[config.mk]
export PLATFORM = sky130hd
export DESIGN_NAME = seg7_scan_driver
export DESIGN_NICKNAME = d
export VERILOG_FILES = /design/src/rtl/seg7_scan_driver.sv
export SDC_FILE = /design/constraint.sdc
export NUM_CORES = 1
export LEC_CHECK = 0
export BUFFER_PORTS_ARGS = -buffer_cell sky130_fd_sc_hd__buf_2
export CAP_MARGIN = 20
export CORE_UTILIZATION = 42
export CTS_BUF_LIST = sky130_fd_sc_hd__clkbuf_4 sky130_fd_sc_hd__clkbuf_8
export DETAILED_ROUTE_END_ITERATION = 6
export MAX_ROUTING_LAYER = met4
export PLACE_DENSITY = 0.71
export SYNTH_ARGS = -nofsm -noshare
export SYNTH_HDL_FRONTEND = slang
export SYNTH_SLANG_ARGS = --single-unit
[constraint.sdc]
create_clock -name clk -period 2 [get_ports clk]
set_clock_uncertainty 0.2 [all_clocks]
set_input_delay 0.5 -clock clk [delete_from_list [all_inputs] [get_ports clk]]
set_output_delay 0.5 -clock clk [all_outputs]
set_load 0.02 [all_outputs]
[src/rtl/seg7_scan_driver.sv]
// -----------------------------------------------------------------------------
// seg7_scan_driver
//
// Time-multiplexed driver for a DIGITS-wide common-anode 7-segment display.
// A shadow register holds one 4-bit display code and one decimal point per
// digit. Each code is decoded into active-low segments, including the
// temperature glyphs (dash, C, d, degree, F). A prescaler steps the digit
// index once per slot. The first GUARD_CYCLES of every slot keep all anodes
// off, which suppresses ghosting when the segment bus changes digits.
//
// Optional feature (compile-time macro SEG7_LEADING_ZERO_BLANK_EN):
//   When defined, leading zeros are shown as blanks. Digit 0 is never
//   suppressed, and the dp of a suppressed digit still lights.
//
// Parameters:
//   DIGITS        number of multiplexed digits (1..8)
//   SLOT_CYCLES   clock cycles per digit slot (>= 4)
//   GUARD_CYCLES  all-anodes-off cycles at the start of each slot
//                 (1 <= GUARD_CYCLES < SLOT_CYCLES)
//
// Ports:
//   clk         system clock
//   rst         synchronous active-high reset
//   code_in     display codes, digit i = code_in[4i+3:4i], digit 0 rightmost
//   dp_in       decimal point request per digit, 1 = lit
//   load        capture code_in/dp_in into the shadow register
//   blank       1 = all anodes off; the scan keeps running
//   seg         active-low segments {a,b,c,d,e,f,g,dp}
//   an          active-low anode enables, an[i] drives digit i
//   slot_start  registered one-cycle pulse on the first cycle of every slot
// -----------------------------------------------------------------------------
module seg7_scan_driver #(
    parameter int unsigned DIGITS       = 4,
    parameter int unsigned SLOT_CYCLES  = 50000,
    parameter int unsigned GUARD_CYCLES = 2
) (
    input  logic                  clk,
    input  logic                  rst,
    input  logic [4*DIGITS-1:0]   code_in,
    input  logic [DIGITS-1:0]     dp_in,
    input  logic                  load,
    input  logic                  blank,
    output logic [7:0]            seg,
    output logic [DIGITS-1:0]     an,
    output logic                  slot_start
);

    localparam int unsigned CNT_W = (SLOT_CYCLES > 1) ? $clog2(SLOT_CYCLES) : 1;
    localparam int unsigned IDX_W = (DIGITS > 1) ? $clog2(DIGITS) : 1;

    localparam logic [CNT_W-1:0] CNT_LAST   = CNT_W'(SLOT_CYCLES - 1);
    localparam logic [CNT_W-1:0] CNT_GUARD  = CNT_W'(GUARD_CYCLES);
    localparam logic [IDX_W-1:0] IDX_LAST   = IDX_W'(DIGITS - 1);
    localparam logic [3:0]       CODE_ZERO  = 4'd0;
    localparam logic [3:0]       CODE_BLANK = 4'd10;

    // -------------------------------------------------------------------------
    // State
    // -------------------------------------------------------------------------
    logic [CNT_W-1:0]  r_cnt;
    logic [IDX_W-1:0]  r_idx;
    logic [3:0]        r_code [DIGITS];
    logic [DIGITS-1:0] r_dp;

    logic [7:0]        r_seg;
    logic [DIGITS-1:0] r_an;
    logic              r_slot_start;

    // -------------------------------------------------------------------------
    // Combinational signals
    // -------------------------------------------------------------------------
    logic [3:0]        w_disp_code [DIGITS];
    logic [3:0]        w_sel_code;
    logic              w_sel_dp;
    logic              w_slot_last;
    logic              w_lit;
    logic [7:0]        w_seg;
    logic [DIGITS-1:0] w_an;

    // Active-low segment pattern {a,b,c,d,e,f,g} for a display code.
    function automatic logic [6:0] decode_code(input logic [3:0] code);
        logic [6:0] pat;
        pat = 7'b1111111;
        case (code)
            4'd0:    pat = 7'b0000001;
            4'd1:    pat = 7'b1001111;
            4'd2:    pat = 7'b0010010;
            4'd3:    pat = 7'b0000110;
            4'd4:    pat = 7'b1001100;
            4'd5:    pat = 7'b0100100;
            4'd6:    pat = 7'b0100000;
            4'd7:    pat = 7'b0001111;
            4'd8:    pat = 7'b0000000;
            4'd9:    pat = 7'b0000100;
            4'd10:   pat = 7'b1111111;  // blank
            4'd11:   pat = 7'b1111110;  // dash
            4'd12:   pat = 7'b0110001;  // C
            4'd13:   pat = 7'b1000010;  // d
            4'd14:   pat = 7'b0011100;  // degree
            4'd15:   pat = 7'b0111000;  // F
            default: pat = 7'b1111111;
        endcase
        return pat;
    endfunction

    // -------------------------------------------------------------------------
    // Prescaler and digit index
    // -------------------------------------------------------------------------
    assign w_slot_last = (r_cnt == CNT_LAST);

    always_ff @(posedge clk) begin
        if (rst) begin
            r_cnt <= '0;
            r_idx <= '0;
        end else if (w_slot_last) begin
            r_cnt <= '0;
            r_idx <= (r_idx == IDX_LAST) ? '0 : r_idx + IDX_W'(1);
        end else begin
            r_cnt <= r_cnt + CNT_W'(1);
        end
    end

    // -------------------------------------------------------------------------
    // Shadow register; reset leaves every digit blank with dp off
    // -------------------------------------------------------------------------
    always_ff @(posedge clk) begin
        if (rst) begin
            for (int i = 0; i < int'(DIGITS); i++) begin
                r_code[i] <= CODE_BLANK;
            end
            r_dp <= '0;
        end else if (load) begin
            for (int i = 0; i < int'(DIGITS); i++) begin
                r_code[i] <= code_in[4*i +: 4];
            end
            r_dp <= dp_in;
        end
    end

    // -------------------------------------------------------------------------
    // Displayed code per digit
    // -------------------------------------------------------------------------
`ifdef SEG7_LEADING_ZERO_BLANK_EN
    // Walk from the most significant digit down; a zero is suppressed while
    // everything above it is still zero or blank. Digit 0 always shows.
    always_comb begin : lead_zero_blank
        logic w_above_empty;
        w_above_empty = 1'b1;
        for (int i = 0; i < int'(DIGITS); i++) begin
            w_disp_code[i] = r_code[i];
        end
        for (int i = int'(DIGITS) - 1; i > 0; i--) begin
            if (w_above_empty && (r_code[i] == CODE_ZERO)) begin
                w_disp_code[i] = CODE_BLANK;
            end
            w_above_empty = w_above_empty &&
                            ((r_code[i] == CODE_ZERO) || (r_code[i] == CODE_BLANK));
        end
    end
`else
    // Codes are displayed literally.
    always_comb begin : literal_codes
        for (int i = 0; i < int'(DIGITS); i++) begin
            w_disp_code[i] = r_code[i];
        end
    end
`endif

    // -------------------------------------------------------------------------
    // Selected digit decode and anode pattern
    // -------------------------------------------------------------------------
    assign w_sel_code = w_disp_code[r_idx];
    assign w_sel_dp   = r_dp[r_idx];
    assign w_lit      = (r_cnt >= CNT_GUARD) && !blank;

    always_comb begin : seg_an_next
        w_seg = 8'hFF;
        w_an  = '1;
        w_seg = {decode_code(w_sel_code), ~w_sel_dp};
        if (w_lit) begin
            w_an[r_idx] = 1'b0;
        end
    end

    // -------------------------------------------------------------------------
    // Output registers: reflect cnt/idx/shadow of the previous cycle
    // -------------------------------------------------------------------------
    always_ff @(posedge clk) begin
        if (rst) begin
            r_seg        <= 8'hFF;
            r_an         <= '1;
            r_slot_start <= 1'b0;
        end else begin
            r_seg        <= w_seg;
            r_an         <= w_an;
            r_slot_start <= (r_cnt == '0);
        end
    end

    assign seg        = r_seg;
    assign an         = r_an;
    assign slot_start = r_slot_start;

endmodule

==> metrics.md <==
| Metric | Value |
|---|---|
| Outcome | finished with violations |
| Failing checks | negative setup slack |
| Cells after Synth | 219 |
| Vias in the first global route | 1688 |
| GRT Util Overall | 16.9% |
| Design area | 3020 um^2 |
| Synth warnings | 0 |
| Gpl congestion | 0.801 |
| First-pass GRT wire length | 7.67 mm |
| CP max FO | 3 |
| DRC viols | 0 |
| Number of synthesized register bits | 51 |
| Post-layout min period | 2.13 ns |
| Worst Tran Pin Value | 0.516 ns |
| Grt ovf | 0 |
| Delay of the slowest critical-path stage | 0.53 ns |
| Largest net degree at the start of global routing | 17 |
| Final setup fails | 6 |
| Drt wl/cell | 12.6 um |
| HP Class | in2reg |
| Initial antenna violation count | 0 |
| Pwr/cell area | 675 nW/um^2 |
| CTS tree | yes |
| Global-route met2 utilization | 27.5% |
| Unrepaired setup endpoints after global routing | true |
| Hold slack | 0.236 ns |
| NumNets Final | 325 |
| Final WL | 4.52 mm |
| Clk root buf | clkbuf_8 |
| IO buf count | 36 |
| GRT Max-Usage Layer | met2 |
| Netlist cell types | 39 |
| Post-Place Cell Area | 2810 um^2 |
| Rows | 26 |
| Power Total | 2.04 mW |
| CP Data Required Time | 2.04 ns |
| Die H | 76.6 um |
| Max Clk Rate | 470 MHz |
| Peak supply drop | 0.427 mV |
| CTS Hold Bufs | 0 |
| Cells along the critical path | or4_4, or4_4, or4_4, a21oi_2 |
| Worst skew pair latency | 0.30 ns |
| Kind of end point of the critical path | flip-flop |
| Die X | 76.6 um |
| DR iter-0 viols | 85 |
| DR pass1 iterations | 4 |
| Synthesized Nets | 257 |
| Initial Util | 44.6% |
| CTS clk-pin slew, worst paths | 0.09 ns |
| Netlist Area Pre-Place | 2330 um^2 |
| Critical Path Start Type | flip-flop |
| Num ports | 37 |
| Synth Flop Type | dfxtp_1 |
| Share of the yosys chip area belonging to registers | 50.6% |
| Area contributors post-synth | dfxtp_1 30%, edfxtp_1 21%, ha_1 7.5% |
| CTS max path bufs | 2 |
| Cell depth of the worst min-delay path | 3 |
| H-tree levels | 2 |
| R2r setup slk | -0.13 ns |
| Core area | 5240 um^2 |
| Max Slew Vio Count | 0 |
| Area of the die | 5860 um^2 |
| CP max-delay cell | or4_4 |
| Vias/cell | 4.97 |
| Worst Slack Setup Final | -0.127 ns |
| Dominant cell type by area after synthesis | dfxtp_1 |
| Area growth from synthesis to layout | 29.5% |
| Cell mode on critical path | or4_4 |
| Num CTS Buffers | 5 |
| Slew margin rel. | 65.4% |
| Launching point of the worst reg2reg path | r_cnt[12] |
| Syn avg cell area | 10.7 um^2 |
| CP Capture Point | r_idx[0] |
| Post-detailed-route count of antenna-violating nets | 0 |
| CP Class | reg2reg |
| Post-synth EDFFs | 16 |
| Layout cell share with drive strength beyond 1 | 37.2% |
| Asr flop ratio synth | 0% |
| HPWL Detailed | 3.28 mm |
| Fin cells | 358 |
| Met3 usage | 3.59% |
| Cell depth of the worst flop-to-flop path | 4 |
| Antenna diodes | 0 |
| Grt met1 use | 20.9% |
| Fin crit share | 106% |
| Synth cell count leaders | 35 x dfxtp_1, 27 x nor2_1, 16 x edfxtp_1, 16 x inv_1, 14 x ha_1 |
| Share of the synthesized area in the top cell type | 30.0% |
| Worst r2r dst | r_idx[0] |
| Clock sink count | 51 |
| Most frequent cell after synthesis | dfxtp_1 |
| Hold Fails Final Rpt | 0 |
| LEAKAGE | 1.20 nW |
| Max Cap Violations | 0 |
| Vias | 1780 |
| Critical Path Start | r_cnt[12] |
| Dpl cells | 347 |
| Setup TNS Final | -0.289 ns |
| Arrival @ worst endpoint | 2.17 ns |
-- metal layers --
layer,vias up,wire length (um)
li1,902,-
met2,45,2120
met5,-,0
met3,7,179
met1,826,2140
met4,0,80
-- worst min-delay path by stage --
| stage | to | startpoint |
|---|---|---|
| 2_1_floorplan | r_cnt[0] | r_cnt[0] |
| 3_3_place_gp | r_cnt[0] | r_cnt[0] |
| 3_5_place_dp | r_cnt[0] | r_cnt[0] |
| 4_1_cts | r_dp[3] | dp_in[3] |
| 5_1_grt | r_dp[1] | dp_in[1] |
| 6_report | r_dp[3] | dp_in[3] |
-- critical path: cells and delay by family, from the launching register on --
| kind | cells | cell delay [ns] |
|---|---|---|
| DFF | 1 | 0.33 |
| AOI/OAI and AO/OA | 1 | 0.13 |
| and+or+nand+nor | 3 | 1.41 |
-- power breakdown --
part / switching (mW) / internal [mW] / leakage [nW] / total, mW
clock network: 0.338 / 0.259 / 0.0446 / 0.597
registers: 0.0186 / 1.12 / 0.449 / 1.14
logic: 0.154 / 0.148 / 0.710 / 0.302
total: 0.511 / 1.53 / 1.20 / 2.04
-- flip-flops by register name, summed over array words and instances (netlist names) --
name / flops
an: 4
r_cnt: 16
r_code: 16
r_dp: 4
r_idx: 2
seg: 8
slot_start: 1
-- final cells by class --
cell class / count / area (um^2)
tap: 70 / 87.6
clock inverter: 2 / 12.5
multi-input combinational: 145 / 1140
clock buffer: 6 / 76.3
fill: 459 / 2210
timing repair buffer: 68 / 457
sequential: 51 / 1190
inverter: 16 / 62.6
-- cells in the final DEF, fill, tap and decap left out, types with 2 or more instances in the layout --
| cell type | instances |
|---|---|
| nand4_1 | 4 |
| inv_2 | 3 |
| nand3_1 | 7 |
| or4_4 | 3 |
| mux4_2 | 5 |
| a221o_1 | 2 |
| buf_6 | 3 |
| and2_1 | 8 |
| xor2_1 | 2 |
| clkbuf_8 | 5 |
| a21oi_2 | 3 |
| buf_2 | 36 |
| nand2b_1 | 9 |
| nor4_1 | 5 |
| buf_12 | 2 |
| ha_4 | 2 |
| nand2_1 | 8 |
| ha_1 | 10 |
| inv_1 | 12 |
| ha_2 | 2 |
| o21ai_2 | 2 |
| o221a_2 | 2 |
| xnor2_1 | 12 |
| nor2_1 | 26 |
| dfxtp_1 | 33 |
| o21ai_1 | 2 |
| edfxtp_1 | 16 |
| nor2b_1 | 2 |
| mux2i_1 | 4 |
| o21a_1 | 2 |
| buf_4 | 27 |
| nor3_1 | 4 |
-- kinds of logic (layout without fill, tap and decap cells) --
logic type / count (synthesis) / count (layout) / synth area share (%)
mux: 9 / 9 / 6.54
flops: 51 / 51 / 50.6
buf+inv: 23 / 92 / 3.81
simple gates: 86 / 86 / 19.2
xor+xnor: 14 / 14 / 5.25
fa+ha+maj: 14 / 14 / 7.50
compound gates: 22 / 22 / 7.07
-- through the flow --
step                      setup WS [ns]  utilization, %
after global routing             -0.152            57.7
after detailed placement         -0.107            53.6
after global placement          -0.0950            53.6
final                            -0.127            57.7
after CTS                        -0.111            55.3
after floorplan                 -0.0980               -
-- what timing repair did --
action,CTS,global route
resized for setup,1,28
setup endpoints to repair,19,25
pin swaps,1,6
gates cloned,0,0
setup buffers,0,3
Note: power is estimated with default switching activity, not from simulation.
